### src/rtl/jtcps1_pkg.sv
// Shared CPS-1 constants: palette geometry and the palette-DMA state encoding.
package jtcps1_pkg;

  localparam int PAL_PAGE_WORDS = 512;
  localparam int PAL_PAGES      = 6;
  localparam int PAGE_W         = 3;
  localparam int WORD_W         = $clog2(PAL_PAGE_WORDS);

  typedef logic [2:0] pal_state_t;

  localparam pal_state_t ST_IDLE = 3'd0;
  localparam pal_state_t ST_SEEK = 3'd1;
  localparam pal_state_t ST_ADDR = 3'd2;
  localparam pal_state_t ST_WAIT = 3'd3;
  localparam pal_state_t ST_READ = 3'd4;
  localparam pal_state_t ST_NEXT = 3'd5;

endpackage

### src/rtl/jtcps1_pal_pagesel.sv
// Finds the lowest enabled palette page at or above a starting page.
module jtcps1_pal_pagesel
  import jtcps1_pkg::*;
#(
  parameter int PAGES = PAL_PAGES
) (
  input  logic [PAGES-1:0]  mask_i,
  input  logic [PAGE_W-1:0] start_i,
  output logic [PAGE_W-1:0] page_o,
  output logic              none_o
);

  // Scanning downwards lets the lowest qualifying page win the last assignment.
  always_comb begin
    page_o = '0;
    none_o = 1'b1;
    for (int p = PAGES - 1; p >= 0; p--) begin
      if (mask_i[p] && (p >= int'(start_i))) begin
        page_o = PAGE_W'(p);
        none_o = 1'b0;
      end
    end
  end

endmodule

### src/rtl/jtcps1_pal_dma.sv
// CPS-1 palette copy sequencer: waits for vertical blank, then copies the enabled
// 512-word palette pages from VRAM into the colour mixer palette RAM.
module jtcps1_pal_dma
  import jtcps1_pkg::*;
#(
  parameter int PAGES = PAL_PAGES,
  parameter int AW    = 18
) (
  input  logic             rst,
  input  logic             clk,
  input  logic             pal_copy,
  input  logic [15:0]      pal_base,
  input  logic [PAGES-1:0] pal_page_en,
  input  logic             VB,
  output logic [AW-1:0]    vram_addr,
  output logic             vram_cs,
  input  logic [15:0]      vram_data,
  input  logic             vram_ok,
  output logic             pal_we,
  output logic [11:0]      pal_waddr,
  output logic [15:0]      pal_wdata,
  output logic             busy
);

  pal_state_t        state_q, state_d;
  logic              pending_q, pending_d;
  logic [PAGE_W-1:0] page_q, page_d;
  logic [WORD_W-1:0] word_q, word_d;
  logic [AW-1:0]     base_q, base_d;
  logic [PAGES-1:0]  mask_q, mask_d;
  logic [AW-1:0]     addr_q, addr_d;
  logic              cs_q, cs_d;
  logic              we_q, we_d;
  logic [11:0]       waddr_q, waddr_d;
  logic [15:0]       wdata_q, wdata_d;

  logic [PAGE_W-1:0] sel_page;
  logic              sel_none;
  logic              unused_base;

  assign unused_base = ^pal_base[15:11];

  jtcps1_pal_pagesel #(.PAGES(PAGES)) u_pagesel (
    .mask_i  (mask_q),
    .start_i (page_q),
    .page_o  (sel_page),
    .none_o  (sel_none)
  );

  // A request arriving in the start cycle stays pending for a second copy.
  always_comb begin
    state_d   = state_q;
    pending_d = pending_q | pal_copy;
    page_d    = page_q;
    word_d    = word_q;
    base_d    = base_q;
    mask_d    = mask_q;
    addr_d    = addr_q;
    cs_d      = cs_q;
    we_d      = 1'b0;
    waddr_d   = waddr_q;
    wdata_d   = wdata_q;
    case (state_q)
      ST_IDLE: begin
        if (pending_q && VB) begin
          base_d    = AW'({pal_base[10:0], 7'd0});
          mask_d    = pal_page_en;
          pending_d = pal_copy;
          page_d    = '0;
          state_d   = ST_SEEK;
        end
      end
      ST_SEEK: begin
        if (sel_none) begin
          cs_d    = 1'b0;
          state_d = ST_IDLE;
        end else begin
          page_d  = sel_page;
          word_d  = '0;
          state_d = ST_ADDR;
        end
      end
      ST_ADDR: begin
        addr_d  = base_q + AW'({page_q, word_q});
        cs_d    = 1'b1;
        state_d = ST_WAIT;
      end
      // vram_ok here may still refer to the previous address, so it is ignored.
      ST_WAIT: state_d = ST_READ;
      ST_READ: begin
        if (vram_ok) begin
          we_d    = 1'b1;
          waddr_d = {page_q, word_q};
          wdata_d = vram_data;
          state_d = ST_NEXT;
        end
      end
      ST_NEXT: begin
        word_d = word_q + 1'b1;
        if (word_q == WORD_W'(PAL_PAGE_WORDS - 1)) begin
          page_d  = page_q + 1'b1;
          state_d = ST_SEEK;
        end else begin
          state_d = ST_ADDR;
        end
      end
      default: state_d = ST_IDLE;
    endcase
  end

  always_ff @(posedge clk or posedge rst) begin
    if (rst) begin
      state_q   <= ST_IDLE;
      pending_q <= 1'b0;
      page_q    <= '0;
      word_q    <= '0;
      base_q    <= '0;
      mask_q    <= '0;
      addr_q    <= '0;
      cs_q      <= 1'b0;
      we_q      <= 1'b0;
      waddr_q   <= '0;
      wdata_q   <= '0;
    end else begin
      state_q   <= state_d;
      pending_q <= pending_d;
      page_q    <= page_d;
      word_q    <= word_d;
      base_q    <= base_d;
      mask_q    <= mask_d;
      addr_q    <= addr_d;
      cs_q      <= cs_d;
      we_q      <= we_d;
      waddr_q   <= waddr_d;
      wdata_q   <= wdata_d;
    end
  end

  assign vram_addr = addr_q;
  assign vram_cs   = cs_q;
  assign pal_we    = we_q;
  assign pal_waddr = waddr_q;
  assign pal_wdata = wdata_q;
  assign busy      = (state_q != ST_IDLE);

endmodule
### config.mk
export PLATFORM = sky130hd
export DESIGN_NAME = jtcps1_pal_dma
export DESIGN_NICKNAME = d
export VERILOG_FILES = /design/src/rtl/jtcps1_pkg.sv /design/src/rtl/jtcps1_pal_pagesel.sv /design/src/rtl/jtcps1_pal_dma.sv
export SDC_FILE = /design/constraint.sdc
export NUM_CORES = 1
export LEC_CHECK = 0
export ABC_AREA = 1
export BUFFER_PORTS_ARGS = -buffer_cell sky130_fd_sc_hd__buf_2
export CORE_ASPECT_RATIO = 1.4
export CORE_MARGIN = 4
export CORE_UTILIZATION = 40
export CTS_CLUSTER_DIAMETER = 120
export DETAILED_ROUTE_END_ITERATION = 10
export HOLD_SLACK_MARGIN = 0.15
export SETUP_SLACK_MARGIN = 0.1
export SYNTH_ARGS = -nofsm -noshare
export SYNTH_HDL_FRONTEND = slang
export SYNTH_HIERARCHICAL = 1
export SYNTH_SLANG_ARGS = --single-unit
### constraint.sdc
create_clock -name clk -period 2.3 [get_ports clk]
set_input_delay 0.115 -clock clk [delete_from_list [all_inputs] [get_ports clk]]
set_output_delay 0.115 -clock clk [all_outputs]
set_load 0.03 [all_outputs]
==> summary by stage <==
Power and ir drop
For this design the ratio of total power to cell area is about 1300 nW/um2. After layout, the design draws a total of 6.83 mW. The reported leakage power is 2.62 nW.

The peak supply drop is 0.000863 V.

Placement
The number of buffer cells added on primary ports is 86. The final RePlAce weighted congestion is between 0.8 and 0.9. The detailed placer's ending HPWL is ~6.1 mm.

Worst setup path
STA classifies the critical path startpoint as a register. The worst setup path is captured at a register. The worst stage delay on the critical path is approximately 0.42 ns. The signal on the critical path passes through ha_1, nand2_1, inv_1, nand2_1, nor2_2, nand3_1, nor2_1, ha_1, nor2_1, nor2_2, nand2_2, nand2_1, o21ai_0. The end of the critical path is page_q[0]$_DFFE_PP0P_.

The data required time of the worst path is 2.52 ns. The launch instance of the worst register-to-register path is word_q[0]$_DFFE_PP0P_. Counting both buffers and inverters, the worst setup path holds a total of 1. In this run the critical register-to-register path is captured at page_q[0]$_DFFE_PP0P_. Data arrives at the worst endpoint at 2.08 ns. The slack of the worst reg-to-reg path is around 0.44 ns. The critical path starts at word_q[0]$_DFFE_PP0P_.

Among the stages of the critical path, the cell type that occurs most often is sky130_fd_sc_hd__nand2_1. In this run the worst path has a maximum fanout of 6. The slowest stage of the critical path belongs to the cell sky130_fd_sc_hd__dfrtp_2. The kind of critical path is register to register. The depth of the worst register-to-register path is 13. The critical path crosses 13 cells after its start point. In this design, the largest share of critical-path delay is due to simple AND/OR/NAND/NOR gates.

GRT
The first global-routing pass estimated about 15 mm of wire. The number of global-route vias before repair is 3284. For this run the aggregate overflow at the end of global routing stands at 0. The initial antenna violation count is 0. For this run, the total global-route usage over all layers was measured as between 10% and 20%. The maximum number of pins on one net before global-route repair is a little over 80.

Routing
The number of design rule violations left after detail routing is 0. The routed design has approximately 8.6 mm of wire. The detailed router's first-iteration violation count is between 100 and 150. The detailed-routing iteration count for the pre-antenna-repair pass is 5. The routed length per placed instance is between 10 and 15 um. The total via count in the routed design is about 3300. The via density per instance is just under 5.

The remaining antenna violation count after routing is 0.

Floorplanning
The die covers between 10000 and 15000 um2. The die height is between 100 and 150 um. Pin placement for this block handled between 90 and 100 I/O pins. The die is 90.6 um wide. The floorplan has just over 40 rows. After floorplanning, the core was sized to cover around 9200 um2. The initial utilization of the core area, before any placement, comes to 41.6%.

Synthesis
The area share of fa/ha/maj cells after synthesis is 3.15%. The xor/xnor cell area share of the yosys netlist is 0.459%. The post-synth net total is approximately 480. The dominant combinational cell family by area after synthesis is simple AND/OR/NAND/NOR gates. The part of the Yosys area used for sequential elements is between 50% and 60%. The mux cell area share after synthesis is ~5.7%. In this run, distinct cell masters in the synthesized netlist total 35. The synthesized design contains 81 register bits. By area the synthesized netlist is led by sky130_fd_sc_hd__dfrtp_1 53%, sky130_fd_sc_hd__nand2_1 13%, sky130_fd_sc_hd__mux2_2 5.3%. The post-synthesis compound-gate area fraction is approximately 7.8%. Dividing the synthesized area by the synthesized cell count gives approximately 9 um2. The synthesized netlist occupies a cell area of between 3000 and 4000 um2. Summing the areas of all and, or, nand and nor instances in the mapped netlist gives roughly a quarter of the synthesized area.

The warning count from the yosys run is 6. The library cell with the largest summed area after synthesis is sky130_fd_sc_hd__dfrtp_1. The synthesized design devotes to its leading area cell type roughly 53% of total area. The count of mapped cells out of synthesis is 430.

Timing
The final clock period utilization by the worst path is between 80 and 90%. The minimum clock period after layout is 1.86 ns. The worst-margin pin slew is 0.615 ns.

The worst clock skew is between 0.008 and 0.009 ns. The final max-slew violation count is 0. The final number of hold-violating endpoints is 0.

The peak clock frequency supported by timing is 537 MHz. The worst pin sits at a relative slew slack of approximately 59%. The setup violation total in the final timing report is 0. Setup repair after global routing left no endpoint under its margin. The sum of negative setup slack is 0 ns.

Finish
The fraction of layout instances using a drive strength above 1 is around 25%. The number of nets at the end of the flow is 608. In the final layout, flip-flops and latches occupy 2030 um2. Summing all multi-input logic gate instances after layout gives 1580 um2. Relative to the synthesized area, the layout overhead comes to 32.6%.

After filler insertion, the fill cell instance count of the layout stands at a little over 800. The repair_antennas step left the layout with diodes totalling 0.

Clock network
TritonCTS built the clock tree. The number of buffers inserted during clock tree synthesis is 9. The H-tree was split into 3 levels. The number of buffers on the longest clock path is 2.

Clock-pin slew was measured on the worst setup and hold paths at 0.06 ns. The root buffer selected by CTS is sky130_fd_sc_hd__clkbuf_16. The tree built by TritonCTS fans out to 81 sinks. The later pin in the worst-skew pair is clocked with a latency of around 0.34 ns.

Run
The total of max-cap violations is 0.

Outcome
The flow ran to the end, and the final reports show no timing, DRC or antenna violations.

Min path
The kind of path behind the tightest hold check is primary input to register.
-- timing repair --
| action | CTS | global route |
|---|---|---|
| hold buffers | 36 | 0 |
| buffers inserted | 0 | 0 |
| hold endpoints to repair | 116 | 0 |
| resized for setup | 0 | 4 |
| setup endpoints to repair | 0 | 3 |
-- placed cells by master, fill, tap and decap left out, types with 9 or more instances in the layout --
master | synthesis | layout
sky130_fd_sc_hd__nand3_1 | 40 | 40
sky130_fd_sc_hd__clkbuf_16 | 0 | 9
sky130_fd_sc_hd__mux2_2 | 18 | 18
sky130_fd_sc_hd__dlygate4sd3_1 | 0 | 36
sky130_fd_sc_hd__nor2_1 | 30 | 27
sky130_fd_sc_hd__dfrtp_1 | 81 | 80
sky130_fd_sc_hd__buf_2 | 6 | 86
sky130_fd_sc_hd__o21ai_0 | 22 | 22
sky130_fd_sc_hd__o21a_1 | 9 | 9
sky130_fd_sc_hd__inv_1 | 39 | 38
sky130_fd_sc_hd__a21oi_1 | 12 | 12
sky130_fd_sc_hd__nand2_1 | 130 | 129
-- state kept, by name (all words and copies together) (netlist names) --
name	flops
base_q	11
mask_q	6
page_q	3
pal_waddr	12
pal_wdata	16
pal_we	1
pending_q	1
state_q	3
vram_addr	18
vram_cs	1
word_q	9
-- worst min path at each step --
| stage | startpoint | cells past startpoint | slack, ns | endpoint |
|---|---|---|---|---|
| after floorplan | pal_copy | 1 | 0.23 | pending_q$_DFF_PP0_ |
| after global placement | rst | 3 | 0.24 | pal_we$_DFF_PP0_ |
| after detailed placement | rst | 3 | 0.24 | pal_we$_DFF_PP0_ |
| after CTS | VB | 5 | 0.17 | state_q[0]$_DFFE_PP0P_ |
| after global routing | VB | 5 | 0.21 | state_q[0]$_DFFE_PP0P_ |
| final | VB | 5 | 0.17 | state_q[0]$_DFFE_PP0P_ |
-- per-layer routing --
layer	routed length, um	vias up	global-route usage (%)
li1	-	1650	-
met1	3650	1532	18.5
met2	4500	70	30.3
met3	349	9	3.08
met4	140	0	6.61
met5	0	-	0
-- layout make-up --
cell class | instances | share of cell area (%)
Sequential cell | 81 | 40.1
Multi-Input combinational cell | 297 | 31.2
Timing Repair Buffer | 126 | 16.5
Clock buffer | 9 | 4.45
Inverter | 41 | 3.06
Tap cell | 107 | 2.64
Clock inverter | 5 | 2.10
-- cell usage after synthesis --
| cell | n |
|---|---|
| sky130_fd_sc_hd__nand2_1 | 130 |
| sky130_fd_sc_hd__dfrtp_1 | 81 |
| sky130_fd_sc_hd__nand3_1 | 40 |
| sky130_fd_sc_hd__inv_1 | 39 |
| sky130_fd_sc_hd__nor2_1 | 30 |
| sky130_fd_sc_hd__o21ai_0 | 22 |
| sky130_fd_sc_hd__mux2_2 | 18 |
| sky130_fd_sc_hd__a21oi_1 | 12 |
| sky130_fd_sc_hd__o21a_1 | 9 |
| sky130_fd_sc_hd__ha_1 | 8 |
| sky130_fd_sc_hd__buf_2 | 6 |
| sky130_fd_sc_hd__o22ai_1 | 4 |
| sky130_fd_sc_hd__buf_4 | 2 |
| sky130_fd_sc_hd__buf_6 | 2 |
| sky130_fd_sc_hd__inv_2 | 2 |
| sky130_fd_sc_hd__nand3b_1 | 2 |
| sky130_fd_sc_hd__nand4_1 | 2 |
| sky130_fd_sc_hd__nor3_1 | 2 |
| sky130_fd_sc_hd__nor3_2 | 2 |
| sky130_fd_sc_hd__xor2_1 | 2 |
| sky130_fd_sc_hd__a21boi_0 | 1 |
| sky130_fd_sc_hd__a22oi_1 | 1 |
| sky130_fd_sc_hd__and2_1 | 1 |
| sky130_fd_sc_hd__and3_1 | 1 |
| sky130_fd_sc_hd__clkbuf_1 | 1 |
| sky130_fd_sc_hd__fa_1 | 1 |
| sky130_fd_sc_hd__mux2_4 | 1 |
| sky130_fd_sc_hd__nand2b_1 | 1 |
| sky130_fd_sc_hd__nand3_2 | 1 |
| sky130_fd_sc_hd__nor2_2 | 1 |
| sky130_fd_sc_hd__nor2_4 | 1 |
| sky130_fd_sc_hd__o21ai_1 | 1 |
| sky130_fd_sc_hd__o21bai_1 | 1 |
| sky130_fd_sc_hd__o221ai_1 | 1 |
| sky130_fd_sc_hd__or2_2 | 1 |
-- through the flow --
step	hold slack, ns	instances	setup WS [ns]	area [um2]	utilization (%)
floorplan	0.229	430	0.105	3820	-
global placement	0.237	616	0.369	4360	47.5
detailed placement	0.238	616	0.320	4360	47.5
CTS	0.168	666	0.314	5050	55.0
global route	0.214	666	0.0917	5060	55.1
finish	0.172	666	0.437	5060	55.1
-- tightest hold or removal path, cell delays in order --
cell and delay [ns]:
sky130_fd_sc_hd__buf_2 0.12, sky130_fd_sc_hd__nand2_1 0.05, sky130_fd_sc_hd__nand2_1 0.07, sky130_fd_sc_hd__o221ai_1 0.07, sky130_fd_sc_hd__nor2_1 0.05
-- logic make-up (layout without fill, tap and decap cells) --
| family | Yosys count | after routing |
|---|---|---|
| simple gates | 215 | 215 |
| fa+ha+maj | 9 | 9 |
| xor+xnor | 2 | 2 |
| buf+inv | 52 | 181 |
| mux | 19 | 19 |
| flops | 81 | 81 |
| compound gates | 52 | 52 |
-- power by group --
| part | switching, mW | total, mW | leakage, nW | internal (mW) |
|---|---|---|---|---|
| combinational | 1.89 | 2.87 | 1.45 | 0.982 |
| clock | 0.540 | 1.59 | 0.158 | 1.05 |
| sequential | 0.380 | 2.37 | 1.01 | 1.99 |
No activity file was read; power rests on OpenSTA's default activity.
